$ cat src/rtl/dma.sv
// dma: width-converting ping-pong bridge between an 8-bit CPU port and a 4-bit MEM port.
//   mode=1: CPU bytes are filled into buffer A/B, drained to MEM as nibbles (low nibble first).
//   mode=0: MEM nibbles are packed into bytes (first nibble -> [3:0]), drained to CPU as bytes.
// Ports:
//   clk, resetn                          clock, async active-low reset
//   mode                                 1 = cpu->mem, 0 = mem->cpu
//   cpu_to_dma_valid/cpu_data_out        CPU source beat, accepted with cpu_to_dma_enable
//   dma_to_cpu_valid/cpu_data_in         CPU sink beat, taken with dma_to_cpu_enable
//   mem_to_dma_valid/mem_data_out        MEM source beat, accepted with mem_to_dma_enable
//   dma_to_mem_valid/mem_data_in         MEM sink beat, taken with dma_to_mem_enable
module dma #(
    parameter int unsigned BUF_BYTES = 4
) (
    input  logic       clk,
    input  logic       resetn,
    input  logic       mode,
    input  logic       cpu_to_dma_valid,
    input  logic [7:0] cpu_data_out,
    output logic       cpu_to_dma_enable,
    input  logic       dma_to_cpu_enable,
    output logic       dma_to_cpu_valid,
    output logic [7:0] cpu_data_in,
    input  logic       mem_to_dma_valid,
    input  logic [3:0] mem_data_out,
    output logic       mem_to_dma_enable,
    input  logic       dma_to_mem_enable,
    output logic       dma_to_mem_valid,
    output logic [3:0] mem_data_in
);

    localparam int unsigned BIDX_W    = $clog2(BUF_BYTES);
    localparam int unsigned NIDX_W    = BIDX_W + 1;
    localparam int unsigned BYTE_LAST = BUF_BYTES - 1;
    localparam int unsigned NIB_LAST  = 2 * BUF_BYTES - 1;

    logic              mode_q,   mode_d;
    logic              fill_q,   fill_d;
    logic              drain_q,  drain_d;
    logic [1:0]        full_q,   full_d;
    logic [NIDX_W-1:0] wr_idx_q, wr_idx_d;
    logic [NIDX_W-1:0] rd_idx_q, rd_idx_d;
    logic [7:0]        buf_q [2][BUF_BYTES];
    logic [7:0]        buf_d [2][BUF_BYTES];

    logic              active;
    logic              src_en;
    logic              snk_vld;
    logic              src_fire;
    logic              snk_fire;
    logic              src_last;
    logic              snk_last;
    logic [BIDX_W-1:0] rd_bsel;
    logic [7:0]        rd_byte;
    logic [3:0]        rd_nib;

    // Handshakes are only live out of reset and while mode matches its registered copy,
    // so nothing moves on a flush edge and all outputs read 0 during reset.
    assign active  = resetn && (mode == mode_q);
    assign src_en  = active && !full_q[fill_q];
    assign snk_vld = active && full_q[drain_q];

    // Sink data: mode=1 reads nibbles (index = byte*2 + half), mode=0 reads whole bytes.
    assign rd_bsel = mode ? rd_idx_q[NIDX_W-1:1] : rd_idx_q[BIDX_W-1:0];
    assign rd_byte = buf_q[drain_q][rd_bsel];
    assign rd_nib  = rd_idx_q[0] ? rd_byte[7:4] : rd_byte[3:0];

    assign cpu_to_dma_enable = src_en && mode;
    assign mem_to_dma_enable = src_en && !mode;
    assign dma_to_mem_valid  = snk_vld && mode;
    assign dma_to_cpu_valid  = snk_vld && !mode;
    assign mem_data_in       = (active && mode)  ? rd_nib  : 4'h0;
    assign cpu_data_in       = (active && !mode) ? rd_byte : 8'h00;

    assign src_fire = mode ? (cpu_to_dma_valid && cpu_to_dma_enable)
                           : (mem_to_dma_valid && mem_to_dma_enable);
    assign snk_fire = mode ? (dma_to_mem_valid && dma_to_mem_enable)
                           : (dma_to_cpu_valid && dma_to_cpu_enable);
    assign src_last = mode ? (wr_idx_q == NIDX_W'(BYTE_LAST)) : (wr_idx_q == NIDX_W'(NIB_LAST));
    assign snk_last = mode ? (rd_idx_q == NIDX_W'(NIB_LAST))  : (rd_idx_q == NIDX_W'(BYTE_LAST));

    // Next-state: flush on mode change, otherwise independent fill and drain updates.
    always_comb begin
        mode_d   = mode_q;
        fill_d   = fill_q;
        drain_d  = drain_q;
        full_d   = full_q;
        wr_idx_d = wr_idx_q;
        rd_idx_d = rd_idx_q;
        buf_d    = buf_q;

        if (mode != mode_q) begin
            mode_d   = mode;
            fill_d   = 1'b0;
            drain_d  = 1'b0;
            full_d   = 2'b00;
            wr_idx_d = '0;
            rd_idx_d = '0;
        end else begin
            if (src_fire) begin
                if (mode) begin
                    buf_d[fill_q][wr_idx_q[BIDX_W-1:0]] = cpu_data_out;
                end else if (wr_idx_q[0]) begin
                    buf_d[fill_q][wr_idx_q[NIDX_W-1:1]][7:4] = mem_data_out;
                end else begin
                    buf_d[fill_q][wr_idx_q[NIDX_W-1:1]][3:0] = mem_data_out;
                end
                if (src_last) begin
                    full_d[fill_q] = 1'b1;
                    fill_d         = ~fill_q;
                    wr_idx_d       = '0;
                end else begin
                    wr_idx_d = wr_idx_q + NIDX_W'(1);
                end
            end
            // Fill targets a non-full buffer and drain a full one, so the bits never collide.
            if (snk_fire) begin
                if (snk_last) begin
                    full_d[drain_q] = 1'b0;
                    drain_d         = ~drain_q;
                    rd_idx_d        = '0;
                end else begin
                    rd_idx_d = rd_idx_q + NIDX_W'(1);
                end
            end
        end
    end

    // State registers.
    always_ff @(posedge clk or negedge resetn) begin
        if (!resetn) begin
            mode_q   <= 1'b0;
            fill_q   <= 1'b0;
            drain_q  <= 1'b0;
            full_q   <= 2'b00;
            wr_idx_q <= '0;
            rd_idx_q <= '0;
            for (int b = 0; b < 2; b++) begin
                for (int i = 0; i < int'(BUF_BYTES); i++) begin
                    buf_q[b][i] <= 8'h00;
                end
            end
        end else begin
            mode_q   <= mode_d;
            fill_q   <= fill_d;
            drain_q  <= drain_d;
            full_q   <= full_d;
            wr_idx_q <= wr_idx_d;
            rd_idx_q <= rd_idx_d;
            buf_q    <= buf_d;
        end
    end

endmodule

$ cat config.mk
export PLATFORM = sky130hd
export DESIGN_NAME = dma
export DESIGN_NICKNAME = d
export VERILOG_FILES = /design/src/rtl/dma.sv
export SDC_FILE = /design/constraint.sdc
export NUM_CORES = 1
export LEC_CHECK = 0
export BUFFER_PORTS_ARGS = -buffer_cell sky130_fd_sc_hd__buf_4
export CAP_MARGIN = 20
export CORE_ASPECT_RATIO = 0.75
export CORE_MARGIN = 3
export CORE_UTILIZATION = 55
export DETAILED_ROUTE_END_ITERATION = 16
export PLACE_DENSITY = 0.83
export SLEW_MARGIN = 5
export SYNTH_ARGS = -nofsm -noshare
export SYNTH_HDL_FRONTEND = slang
export SYNTH_SLANG_ARGS = --single-unit
$ cat constraint.sdc
create_clock -name clk -period 2.2 [get_ports clk]
set_input_delay 0.22 -clock clk [delete_from_list [all_inputs] [get_ports clk]]
set_output_delay 0.22 -clock clk [all_outputs]
set_load 0.05 [all_outputs]
==> results of run 1 <==
## sequential cells by signal, indices dropped and copies added (netlist names)
signal	count
buf_q	64
rd_idx_q	3
wr_idx_q	3
full_q	2
drain_q	1
fill_q	1
mode_q	1
## how the worst min path moves through the flow
| stage | cells after the start | from | endpoint | slack, ns |
|---|---|---|---|---|
| 6_report | 1 | mode | mode_q$_DFFE_PN0P_ | 0.15 |
| 5_1_grt | 1 | mode | mode_q$_DFFE_PN0P_ | 0.15 |
| 4_1_cts | 1 | mode | mode_q$_DFFE_PN0P_ | 0.13 |
| 3_5_place_dp | 1 | resetn | mode_q$_DFFE_PN0P_ | 0.03 |
| 3_3_place_gp | 1 | resetn | mode_q$_DFFE_PN0P_ | 0.03 |
| 2_1_floorplan | 0 | resetn | buf_q[0]$_DFFE_PN0P_ | -0.08 |
## worst max-delay path, stage by stage, from the launching register on
cell	delay, ns
dfrtp_2	0.53
mux4_2	0.60
mux4_2	0.49
and2_4	0.18
buf_6	0.14
## final cells by class
class / instances / area, µm²
clock buffer: 12 / 246
clock inverter: 4 / 97.6
fill: 613 / 2470
inverter: 6 / 22.5
multi-input combinational: 356 / 3440
sequential: 75 / 1880
tap: 128 / 160
timing repair buffer: 94 / 918
## cells by family (layout without fill, tap and decap cells)
kind of cell / after synthesis / after routing / share of synthesized area [%]
compound gates: 134 / 134 / 21.0
mux: 113 / 113 / 28.7
simple gates: 101 / 101 / 9.63
flops: 75 / 75 / 35.2
buf+inv: 41 / 116 / 3.94
fa+ha+maj: 5 / 5 / 1.17
xor+xnor: 3 / 3 / 0.492
## timing repair
action | in CTS | in global routing
hold buffers | 2 | 0
setup endpoints to repair | 13 | 44
gates cloned | 1 | 1
pin swaps | 5 | 6
buffers inserted | 11 | 6
resized for setup | 40 | 22
endpoints found under the hold margin | 22 | 0
## stage by stage
step,instances,TNS [ns]
floorplan,472,-0.528
global placement,638,0
detailed placement,638,0
CTS,668,-1.29
global route,675,-2.41
finish,675,-1.94
## power groups by stage
stage | clock (mW) | sequential [mW] | combinational [mW]
floorplan | 0 | 1.50 | 0.478
global placement | 0 | 1.51 | 0.707
detailed placement | 0 | 1.51 | 0.725
CTS | 1.72 | 1.50 | 0.796
global route | 1.78 | 1.51 | 0.895
finish | 1.72 | 1.50 | 0.861
## metal layers
metal  up-vias  routed length, µm  track usage (%)  share of wire (%)
met1      2406               6780             43.3                 38
li1       2000                  -                -                  -
met4         0                626             13.5                3.5
met2       336               8220             49.0                 46
met5         -                  0                0                  0
met3        71               2070             10.5                 12
## cells in the final DEF, fill, tap and decap left out, types with 10 or more instances in the layout
cell type and instances:
clkbuf_16 10, mux4_2 24, mux2_1 28, nand2_1 38
o22ai_1 67, mux2_2 47, nor2_1 13, buf_4 65
buf_6 16, dfrtp_1 72, mux2i_1 12
==> metrics.md, run 1 <==
| Metric | Value |
|---|---|
| Max Fclk | `0.399 GHz` |
| Layout Area Growth over Synthesis | `26.7%` |
| Syn Inst Count | `472` |
| Worst Setup End Kind | `primary output` |
| Worst-Skew Late Latency | `0.34 ns` |
| Post-synthesis cell area | `0.00534 mm²` |
| CTS clk-pin slew, worst paths | `0.06 ns` |
| CTS tree | `yes` |
| Die W | `120 µm` |
| Initial antenna violation count | `0` |
| Max-cap violation count | `0` |
| H-tree Lvls | `3` |
| Number of vias per cell | `7.13` |
| Diodes inserted | `0` |
| Leakage | `2.74 nW` |
| Max transition margin | `32.4%` |
| Failing checks | `negative setup slack` |
| Hold Fails Final Rpt | `0` |
| Syn avg cell area | `11.3 µm²` |
| Final Power | `4.08 mW` |
| Rows | `30` |
| Least-Margin Pin Slew | `1.01 ns` |
| R2R setup slack | `0 ns` |
| Reg2Reg Launch Point | `fill_q$_DFFE_PN0P_` |
| CP startpoint kind | `register` |
| Cell with the most instances after synthesis | `dfrtp_1` |
| Crit path capture | `cpu_data_in[6]` |
| Outcome | `finished, violations left` |
| Sequential Power Share | `36.7%` |
| Number of global-route vias before repair | `4790` |
| Worst EP required | `1.98 ns` |
| IO buf count | `34` |
| Flip-flop and latch count after synthesis | `75` |
| Net count, final | `566` |
| Residual DRC | `0` |
| Core ar. | `0.00923 mm²` |
| Die Y | `91.3 µm` |
| CTS Sinks | `75` |
| Effective utilization at floorplan | `57.8%` |
| Post-synth top cells | `dfrtp_1, o22ai_1, mux2_2` |
| Util after Layout | `73.3%` |
| DP Worst Slack | `0.0279 ns` |
| Routed len/inst | `26.2 µm` |
| DR pass1 iterations | `5` |
| Routed vias | `4813` |
| Logic pwr share | `21.1%` |
| CP max FO | `5` |
| Switching part of the total | `27.5%` |
| Aggregate global routing overflow | `0` |
| GPL Wtd Cong | `0.942` |
| Final wirelength | `17700 µm` |
| Worst setup margin | `-0.309 ns` |
| Ys async rst share | `100%` |
| Fin crit share | `114%` |
| DRT iter0 DRCs | `724` |
| R2R Path End | `buf_q[6]$_DFFE_PN0P_` |
| Worst r2r path cells | `5` |
| Crit path DAT | `2.29 ns` |
| Num CTS Buffers | `9` |
| VDD IR max | `0.493 mV` |
| Finished Cell Area | `0.00677 mm²` |
| Root cell of the clock tree | `clkbuf_16` |
| Post-synth top area share | `35.2%` |
| CTS Buffer Depth | `2` |
| Yosys top cell by area | `dfrtp_1` |
| Crit path from | `rd_idx_q[0]$_DFFE_PN0P_` |
| Post-Place Cell Area | `0.00596 mm²` |
| Final min period | `2.51 ns` |
| Gr usage total | `32.4%` |
| Post-synthesis sequential area ratio | `35.2%` |
| Synth area leaders | `dfrtp_1, mux2_2, mux4_2` |
| Final ANT Viol Nets | `0` |
| Max Clock Skew | `0.00657 ns` |
| Distinct cells, synth | `54` |
| Clock share of power | `42.1%` |
| Setup violations, final | `13` |
| Proportion of layout cells with a drive suffix above 1 | `43.5%` |
| Count of pins over their slew limit | `0` |
| Detailed Place HPWL | `11800 µm` |
| Setup CP Type | `reg -> out` |
| Top_reg_cell synth | `dfrtp_1` |
| First-pass GRT wire length | `26900 µm` |
| Pint | `2.95 mW` |
| Switch Pwr | `1.12 mW` |
| RSZ-0062 raised after global routing | `true` |
| EDFF count, synth | `0` |
| Worst hold slack | `0.147 ns` |
| Largest net degree at the start of global routing | `54` |
| Die ar. | `0.0109 mm²` |
| Pwr Density | `603 mW/mm²` |
| Hold WC Path Type | `in -> reg` |
| Synthesized net count | `496` |
| Synthesis Warnings | `0` |
| Io pins | `35` |
No activity file was read; power rests on OpenSTA's default activity.
==> inputs of run 2 (changes only) <==
- CORE_UTILIZATION: 55 -> 56
- PLACE_DENSITY: 0.83 -> 0.85
==> run 2 against run 1 <==
- the flow still finishes with violations (negative setup slack)
- non-clock buffer count down 13
- flip-flop and latch count unchanged
- global-route usage down 0.38 points
- cell area down 4.0%
- count of clock-buffer cells in the layout up 1
- critical endpoint unchanged
- largest power group is now sequential cells
==> metrics.md, run 2 (synthesis results as in run 1) <==
| Metric | Value |
|---|---|
| Root cell of the clock tree | `clkbuf_16` |
| Slowest-stage cell, CP | `mux4_2` |
| Effective utilization at floorplan | `58.3% (+0.47 points)` |
| Max incr delay on CP | `0.55 ns (-0.05 ns)` |
| Max-cap violation count | `0 (unchanged)` |
| Worst setup margin | `-0.213 ns (+0.0961 ns)` |
| Pwr Density | `569 mW/mm² (-5.6%)` |
| Placed Instances | `635 (-0.47%)` |
| Crit path DAT | `2.19 ns (-0.10 ns)` |
| Max transition margin | `44.9% (+13 points)` |
| Setup CP Type | `reg -> out` |
| Worst Setup End Kind | `primary output` |
| Least-Margin Pin Slew | `0.821 ns (-0.190 ns)` |
| Count of pins over their slew limit | `0 (unchanged)` |
| Number of global-route vias before repair | `4660 (-2.7%)` |
| Routed vias | `4786 (-0.56%)` |
| Critical Path, Cell by Cell | `mux4_2 -> mux4_2 -> and2_4 -> buf_6` |
| Fin crit share | `110% (-4.4 points)` |
| Final min period | `2.41 ns (-0.0961 ns)` |
| Layout Area Growth over Synthesis | `21.6%` |
| Routed len/inst | `26.0 µm (-0.64%)` |
| Util after Layout | `70.9% (-2.4 points)` |
| Top Family by Delay on Critical Path | `multiplexers` |
| Most used cell, CP | `mux4_2` |
| DR pass1 iterations | `5 (unchanged)` |
| Top Registers | `buf_q: 64 flops, rd_idx_q: 3 flops, wr_idx_q: 3 flops` |
| Failing checks | `negative setup slack` |
| H-tree Lvls | `3 (unchanged)` |
| Die Y | `90.6 µm (-0.84%)` |
| Io pins | `35 (unchanged)` |
| CP startpoint kind | `register` |
| Rows | `30 (unchanged)` |
| WP buf/inv | `1 (unchanged)` |
| Number of vias per cell | `7.23 (+1.4%)` |
| M1 GR Usage | `45.4% (+2.1 points)` |
| Max Fclk | `0.414 GHz (+4.0%)` |
| Met3 Use GR | `8.45% (-2.1 points)` |
| VDD IR max | `0.556 mV (+13%)` |
| Gr usage total | `32.1% (-0.38 points)` |
| Setup violations, final | `5 (-8)` |
| Initial antenna violation count | `0 (unchanged)` |
| First-pass GRT wire length | `26700 µm (-0.92%)` |
| RSZ-0062 raised after global routing | `true` |
| CTS tree | `yes` |
| Crit path from | `rd_idx_q[1]$_DFFE_PN0P_` |
| DRT iter0 DRCs | `695 (-4.0%)` |
| Commonest cells after routing, fill and taps aside | `dfrtp_1, o22ai_1, buf_4, mux2_2, nand2_1` |
| Worst-Skew Late Latency | `0.35 ns (about the same)` |
| Setup tns final | `-0.801 ns (+1.14 ns)` |
| Largest net degree at the start of global routing | `53 (-1.9%)` |
| Aggregate global routing overflow | `0 (unchanged)` |
| Max Clock Skew | `0.00946 ns (+0.00289 ns)` |
| Leading cell type in the layout, fill and taps excluded | `dfrtp_1` |
| IO buf count | `34 (unchanged)` |
| Detailed Place HPWL | `12100 µm (+3.2%)` |
| Number of flip-flops in the largest register | `64 (unchanged)` |
| CP max FO | `5 (unchanged)` |
| Core ar. | `0.00916 mm² (-0.81%)` |
| Hold Fails Final Rpt | `0 (unchanged)` |
| Worst EP required | `1.98 ns (about the same)` |
| Worst hold slack | `0.0621 ns (-0.0851 ns)` |
| CTS Buffer Depth | `2 (unchanged)` |
| Biggest register | `buf_q` |
| Hold WC Path Type | `in -> async` |
| Reg2Reg Launch Point | `mode_q$_DFFE_PN0P_` |
| Met2 global-route usage | `48.1% (-0.93 points)` |
| Leakage | `2.61 nW (-4.8%)` |
| Proportion of layout cells with a drive suffix above 1 | `41.8% (-1.7 points)` |
| Die W | `119 µm (-0.85%)` |
| Residual DRC | `0 (unchanged)` |
| Post-Layout Cell Count | `662 (-1.9%)` |
| CTS Sinks | `75 (unchanged)` |
| Diodes inserted | `0 (unchanged)` |
| Worst r2r path cells | `5 (unchanged)` |
| Outcome | `finished, violations left` |
| GPL Wtd Cong | `0.976 (+3.7%)` |
| Gr busiest metal | `met2` |
| Die ar. | `0.0108 mm² (-1.7%)` |
| Net count, final | `553 (-2.3%)` |
| Num CTS Buffers | `9 (unchanged)` |
| Final Power | `3.69 mW (-9.4%)` |
| Final wirelength | `17200 µm (-2.6%)` |
| Final ANT Viol Nets | `0 (unchanged)` |
| WP depth | `4 (unchanged)` |
| CTS clk-pin slew, worst paths | `0.07 ns (about the same)` |
run 2: cell count changes in the layout (fill, tap and decap cells not counted), moves of 3 or more:
| cell | delta |
|---|---|
| bufinv_16 | -3 |
| buf_6 | -4 |
| nor2_2 | +3 |
| o22ai_1 | +3 |
| buf_4 | -3 |
run 2: final timing paths:
check / endpoint / slack, ns
setup reg to reg: rd_idx_q[0]$_DFFE_PN0P_ / 0.03
hold / removal: drain_q$_DFFE_PN0P_ / 0.06
max in group asynchronous: buf_q[54]$_DFFE_PN0P_ / 1.35
hold reg to reg: buf_q[25]$_DFFE_PN0P_ / 0.51
setup / recovery: cpu_data_in[6] / -0.21
min in group clk: mode_q$_DFFE_PN0P_ / 0.30
run 2: layout make-up:
cell class / instances / area, µm²
clock buffers: 13 / 260
clock inverters: 3 / 21.3
fillers: 638 / 2670
inverters: 6 / 22.5
multi-input cells: 356 / 3420
flip-flops and latches: 75 / 1880
well taps: 128 / 160
repair buffers: 81 / 731
run 2: per-layer routing:
metal	vias to the layer above	part of all wire [%]
met3	52	13
li1	1974	-
met1	2390	38
met2	370	46
met4	0	2.7
met5	-	0
run 2: through the flow:
stage | cell area, µm² | setup WS (ns)
2_1_floorplan | 5410 | -0.132
3_3_place_gp | 5970 | 0.149
3_5_place_dp | 5970 | 0.0607
4_1_cts | 6420 | -0.218
5_1_grt | 6490 | -0.271
6_report | 6490 | -0.213
run 2: what timing repair did:
item                                    CTS  global route
endpoints found under the setup margin   11            56
setup buffers                            10             1
gates resized for setup                  25            23
cloned                                    0             0
hold buffers                              1             0
pin swaps                                 2             8
hold endpoints to repair                 23             0
run 2: power breakdown:
| part | switching, mW | internal (mW) |
|---|---|---|
| clock network | 0.595 | 0.829 |
| logic | 0.445 | 0.330 |
| registers | 0.0532 | 1.44 |
| total | 1.09 | 2.60 |
